==> config.mk <==
export PLATFORM = sky130hd
export DESIGN_NAME = adc_pixel_sequencer
export DESIGN_NICKNAME = d
export VERILOG_FILES = /design/src/rtl/adc_pixel_sequencer.sv
export SDC_FILE = /design/constraint.sdc
export NUM_CORES = 1
export LEC_CHECK = 0
export CAP_MARGIN = 5
export CORE_MARGIN = 8
export CORE_UTILIZATION = 44
export DETAILED_ROUTE_END_ITERATION = 7
export PLACE_DENSITY = 0.7
export SKIP_CTS_REPAIR_TIMING = 1
export SYNTH_ARGS = -nofsm -noshare
export SYNTH_HDL_FRONTEND = slang
export SYNTH_SLANG_ARGS = --single-unit
export TNS_END_PERCENT = 30
==> constraint.sdc <==
create_clock -name clk -period 6 [get_ports clk]
set_input_delay 0.6 -clock clk [delete_from_list [all_inputs] [get_ports clk]]
set_output_delay 0.6 -clock clk [all_outputs]
set_load 0.1 [all_outputs]
==> src/rtl/adc_pixel_sequencer.sv <==
`default_nettype none
// ============================================================================
// Module      : adc_pixel_sequencer
// Description : Raster-scans a ROWS x COLS sensor array. For every pixel it
//               drives the row/column address, waits a settle period, then
//               runs the active-low startCapture / conversionComplete
//               handshake with the ADC controller. Each returned sample is
//               written to the frame buffer at the linear pixel index.
//               A capture or acknowledge phase that exceeds TIMEOUT_CYCLES
//               aborts the frame and raises a sticky error flag.
// Ports       : clk                 - system clock
//               reset               - asynchronous reset, active low
//               startFrame          - one-clock request to scan a frame
//               rowSel / colSel     - sensor row / column address
//               startCapture        - ADC trigger, active low
//               conversionComplete  - ADC done, active low
//               adcData             - ADC sample word
//               wrEn/wrAddr/wrData  - frame buffer write port
//               frameBusy           - frame in progress
//               frameDone           - one-clock pulse after last write
//               frameError          - sticky timeout flag
// Revision    : 1.0 - initial release
// ============================================================================
module adc_pixel_sequencer #(
    parameter int DATA_W         = 12,
    parameter int ROWS           = 112,
    parameter int COLS           = 112,
    parameter int ADDR_W         = 14,
    parameter int SETTLE_CYCLES  = 4,
    parameter int TIMEOUT_CYCLES = 255
) (
    input  logic                                       clk,
    input  logic                                       reset,
    input  logic                                       startFrame,
    output logic [((ROWS > 1) ? $clog2(ROWS) : 1)-1:0] rowSel,
    output logic [((COLS > 1) ? $clog2(COLS) : 1)-1:0] colSel,
    output logic                                       startCapture,
    input  logic                                       conversionComplete,
    input  logic [DATA_W-1:0]                          adcData,
    output logic                                       wrEn,
    output logic [ADDR_W-1:0]                          wrAddr,
    output logic [DATA_W-1:0]                          wrData,
    output logic                                       frameBusy,
    output logic                                       frameDone,
    output logic                                       frameError
);

    localparam int ROW_W = (ROWS > 1) ? $clog2(ROWS) : 1;
    localparam int COL_W = (COLS > 1) ? $clog2(COLS) : 1;
    localparam int SET_W = (SETTLE_CYCLES > 0) ? $clog2(SETTLE_CYCLES + 1) : 1;
    localparam int TMO_W = $clog2(TIMEOUT_CYCLES + 1);

    localparam logic [ROW_W-1:0] C_ROW_LAST    = ROW_W'(ROWS - 1);
    localparam logic [COL_W-1:0] C_COL_LAST    = COL_W'(COLS - 1);
    localparam logic [SET_W-1:0] C_SETTLE_INIT = SET_W'(SETTLE_CYCLES);
    // Abort fires on the TIMEOUT_CYCLES-th clock spent waiting.
    localparam logic [TMO_W-1:0] C_TMO_LAST    = TMO_W'(TIMEOUT_CYCLES - 1);

    typedef enum logic [1:0] {
        S_IDLE    = 2'd0,
        S_SETTLE  = 2'd1,
        S_CAPTURE = 2'd2,
        S_ACK     = 2'd3
    } state_t;

    state_t             state_q,     state_d;
    logic [ROW_W-1:0]   row_q,       row_d;
    logic [COL_W-1:0]   col_q,       col_d;
    logic [ADDR_W-1:0]  addr_q,      addr_d;
    logic [DATA_W-1:0]  data_q,      data_d;
    logic               wr_en_q,     wr_en_d;
    logic               start_cap_q, start_cap_d;
    logic               busy_q,      busy_d;
    logic               done_q,      done_d;
    logic               err_q,       err_d;
    logic [SET_W-1:0]   settle_q,    settle_d;
    logic [TMO_W-1:0]   tmo_q,       tmo_d;

    logic               last_pixel;
    logic               tmo_expired;

    assign last_pixel  = (row_q == C_ROW_LAST) && (col_q == C_COL_LAST);
    assign tmo_expired = (tmo_q == C_TMO_LAST);

    always_comb begin
        state_d     = state_q;
        row_d       = row_q;
        col_d       = col_q;
        addr_d      = addr_q;
        data_d      = data_q;
        wr_en_d     = 1'b0;
        start_cap_d = start_cap_q;
        busy_d      = busy_q;
        done_d      = 1'b0;
        err_d       = err_q;
        settle_d    = settle_q;
        tmo_d       = tmo_q;

        case (state_q)
            S_IDLE: begin
                if (startFrame) begin
                    row_d    = '0;
                    col_d    = '0;
                    addr_d   = '0;
                    settle_d = C_SETTLE_INIT;
                    busy_d   = 1'b1;
                    err_d    = 1'b0;
                    state_d  = S_SETTLE;
                end
            end

            S_SETTLE: begin
                if (settle_q != '0) begin
                    settle_d = settle_q - 1'b1;
                end else begin
                    start_cap_d = 1'b0;
                    tmo_d       = '0;
                    state_d     = S_CAPTURE;
                end
            end

            S_CAPTURE: begin
                if (!conversionComplete) begin
                    data_d      = adcData;
                    wr_en_d     = 1'b1;
                    start_cap_d = 1'b1;
                    tmo_d       = '0;
                    state_d     = S_ACK;
                end else if (tmo_expired) begin
                    start_cap_d = 1'b1;
                    err_d       = 1'b1;
                    busy_d      = 1'b0;
                    tmo_d       = '0;
                    state_d     = S_IDLE;
                end else begin
                    tmo_d = tmo_q + 1'b1;
                end
            end

            S_ACK: begin
                if (conversionComplete) begin
                    if (last_pixel) begin
                        // Addresses hold the final pixel after completion.
                        done_d  = 1'b1;
                        busy_d  = 1'b0;
                        state_d = S_IDLE;
                    end else begin
                        if (col_q == C_COL_LAST) begin
                            col_d = '0;
                            row_d = row_q + 1'b1;
                        end else begin
                            col_d = col_q + 1'b1;
                        end
                        addr_d   = addr_q + 1'b1;
                        settle_d = C_SETTLE_INIT;
                        state_d  = S_SETTLE;
                    end
                end else if (tmo_expired) begin
                    start_cap_d = 1'b1;
                    err_d       = 1'b1;
                    busy_d      = 1'b0;
                    tmo_d       = '0;
                    state_d     = S_IDLE;
                end else begin
                    tmo_d = tmo_q + 1'b1;
                end
            end

            default: begin
                state_d = S_IDLE;
            end
        endcase
    end

    always_ff @(posedge clk or negedge reset) begin
        if (!reset) begin
            state_q     <= S_IDLE;
            row_q       <= '0;
            col_q       <= '0;
            addr_q      <= '0;
            data_q      <= '0;
            wr_en_q     <= 1'b0;
            start_cap_q <= 1'b1;
            busy_q      <= 1'b0;
            done_q      <= 1'b0;
            err_q       <= 1'b0;
            settle_q    <= '0;
            tmo_q       <= '0;
        end else begin
            state_q     <= state_d;
            row_q       <= row_d;
            col_q       <= col_d;
            addr_q      <= addr_d;
            data_q      <= data_d;
            wr_en_q     <= wr_en_d;
            start_cap_q <= start_cap_d;
            busy_q      <= busy_d;
            done_q      <= done_d;
            err_q       <= err_d;
            settle_q    <= settle_d;
            tmo_q       <= tmo_d;
        end
    end

    assign rowSel       = row_q;
    assign colSel       = col_q;
    assign startCapture = start_cap_q;
    assign wrEn         = wr_en_q;
    assign wrAddr       = addr_q;
    assign wrData       = data_q;
    assign frameBusy    = busy_q;
    assign frameDone    = done_q;
    assign frameError   = err_q;

endmodule
`default_nettype wire

==> flow_summary.yaml <==
outcome:
  status: "finished, final reports clean"
synthesis:
  synthFlopType: "dfrtp_1"
  yosys_warnings: 0
  yosysTopAreaCell: "dfrtp_1"
  synth_seq_cells: 58
  synth_cell_types: 55
  synth.top_cells.by_area: "dfrtp_1 (46%), nand2_1 (8.0%), ha_1 (4.4%)"
  netlist_area_mm2: 0.00311
  syn_inst: 337
  yosys.area.top_type_share: 0.458
  synth_edf_count: 0
  synth_fp_nets: 364
  ys_seq_area_frac: 0.467
  synth_area_per_cell_um2: 9.23
  async_flop_share: 1.00
global_routing:
  overflow: 0
  met2_usage: 0.258
  grt-busiest-layer: "met2"
  antenna_found_initial: 0
  grt_usage: 0.162
  met1_usage: 0.203
  grt_max_degree: 59
  grtUsageMet3: 0.0394
  grt_pass1_wl_mm: 13.2
  grt_pass1_vias: 2688
clock_network:
  cts_tree: "yes"
  cts_max_level: 3
  numCtsBuffers: 9
  clk_pin_slew_ps: 60
  clkLatencyLatePin_ps: 340
  clk_path_buf_depth: 2
  clockRootBuffer: "clkbuf_8"
  cts_sinks: 58
sta:
  drv_slew: 0
  hold_viol: 0
  setup_viol: 0
  skew_ps: 8.11
  setup_tns_ps: 0
  max-slew-margin-rel: 0.341
  timing_worst_slew_pin_value_ps: 986
  post-route-min-period_ps: 2970
  rsz0062_at_grt: "no"
  fin_crit_sh: 0.494
  fmax_ghz: 0.337
setup_path:
  path_max_fanout: 29
  cp-start-kind: "flop"
  crit_arrival_ps: 3240
  cp-end-kind: "flop"
  critPathKind: "reg2reg"
  worstPathRequired_ps: 6270
floorplan:
  pin_count: 61
  start_util: 0.455
  die_h_um: 100
  fp.dieW_um: 100
  num_rows: 30
  die-area_mm2: 0.0100
  core_area_mm2: 0.00683
layout:
  design_area_mm2: 0.00401
  nets: 422
  drive_above_1_share: 0.0775
  antennaDiodeCount: 0
  area_delta_synth_final_pct: 29.0
  final_cell_mix: "nand2_1 (66), clkdlybuf4s50_1 (59), dfrtp_1 (57)"
  final_common_cell: "nand2_1"
power_and_ir_drop:
  p_int_mw: 1.01
  seq_power_share: 0.268
  p_sw_frac: 0.483
  irDropWorstVdd_v: 0.000274
  power_leakage_nw: 1.72
  clock_power_share: 0.233
  p_sw_mw: 0.941
  share_comb_of_total_power: 0.500
  p_per_area_mw_per_mm2: 485
routing:
  drt-total-wl_mm: 7.38
  wl_per_cell_um: 14.9
  vias: 2685
  vias_per_cell: 5.41
  drc: 0
  firstDrtPassIters: 4
  ant_nets: 0
  drt-initial-drc-count: 140
hold_path:
  hold_path_class: "in2async"
run:
  cap_violations: 0
placed_design:
  gp_congestion: 0.797
  io_buffers: 60
  hpwl_mm: 5.24
  dpl_cell_area_mm2: 0.00376
Yosys cell counts, drive strengths merged, types with 4 or more instances:
cell / count
a21oi: 17
o21ai: 19
nor2b: 4
a22o: 6
buf: 5
nor2: 18
dfrtp: 57
nand3: 19
o31ai: 11
or3: 11
nand2: 67
and2: 4
clkbuf: 9
nor3: 8
ha: 11
or4: 8
xor2: 5
inv: 11
nand4: 4
power by group through the flow:
stage | sequential, mW | combinational [mW] | clock, mW
floorplan | 0.914 | 0.380 | 0
global placement | 0.524 | 0.959 | 0
detailed placement | 0.527 | 0.978 | 0
CTS | 0.522 | 0.982 | 0.462
global route | 0.533 | 1.06 | 0.478
finish | 0.521 | 0.973 | 0.453
registers in the layout (all words and copies together) (netlist names):
register      count
colSel            7
wrData           12
rowSel            7
startCapture      1
frameDone         1
wrEn              1
settle_q          3
wrAddr           14
state_q           2
frameError        1
tmo_q             8
frameBusy         1
worst paths after layout:
path                       startpoint    endpoint  slack (ps)  depth (start not counted)
max                        state_q[1]   rowSel[3]        3030                          5
max in group asynchronous       reset   wrAddr[8]        5120                          2
min reg2reg                wrData[10]  wrData[10]         480                          2
min                             reset   rowSel[1]         400                          2
max reg2reg                state_q[1]   rowSel[3]        3030                          5
min in group clk           wrData[10]  wrData[10]         480                          2
worst max-delay path: stages (launching register included):
cell,delay (ps)
dfrtp_1,400
ha_1,810
mux2i_1,500
or4_1,610
or4b_1,490
nand3_1,90
area by class of cell:
class	count	area, µm²
Clock buffer	11	151
Clock inverter	5	100
Fill cell	610	2820
Inverter	11	41.3
Multi-Input combinational cell	254	1550
Sequential cell	58	1450
Tap cell	96	120
Timing Repair Buffer	61	603
logic make-up after synthesis:
logic type | synth area share
fa+ha+maj | 0.0442
xor+xnor | 0.0197
buf+inv | 0.0366
mux | 0.0133
flops | 0.467
simple gates | 0.269
compound gates | 0.151
layer usage:
layer,share of wire,up-vias
li1,-,1323
met4,0.015,0
met1,0.44,1278
met5,0,-
met3,0.056,7
met2,0.49,77
per-stage QoR:
stage | power [mW] | worst slack (ps) | utilization | hold slack [ps] | std cells
2_1_floorplan | 1.29 | 3180 | - | 304 | 337
3_3_place_gp | 1.48 | 3170 | 0.551 | 458 | 480
3_5_place_dp | 1.51 | 3060 | 0.551 | 461 | 480
4_1_cts | 1.97 | 3030 | 0.588 | 430 | 496
5_1_grt | 2.07 | 2760 | 0.588 | 483 | 496
6_report | 1.95 | 3030 | 0.588 | 402 | 496
Note: power is estimated with default switching activity, not from simulation.
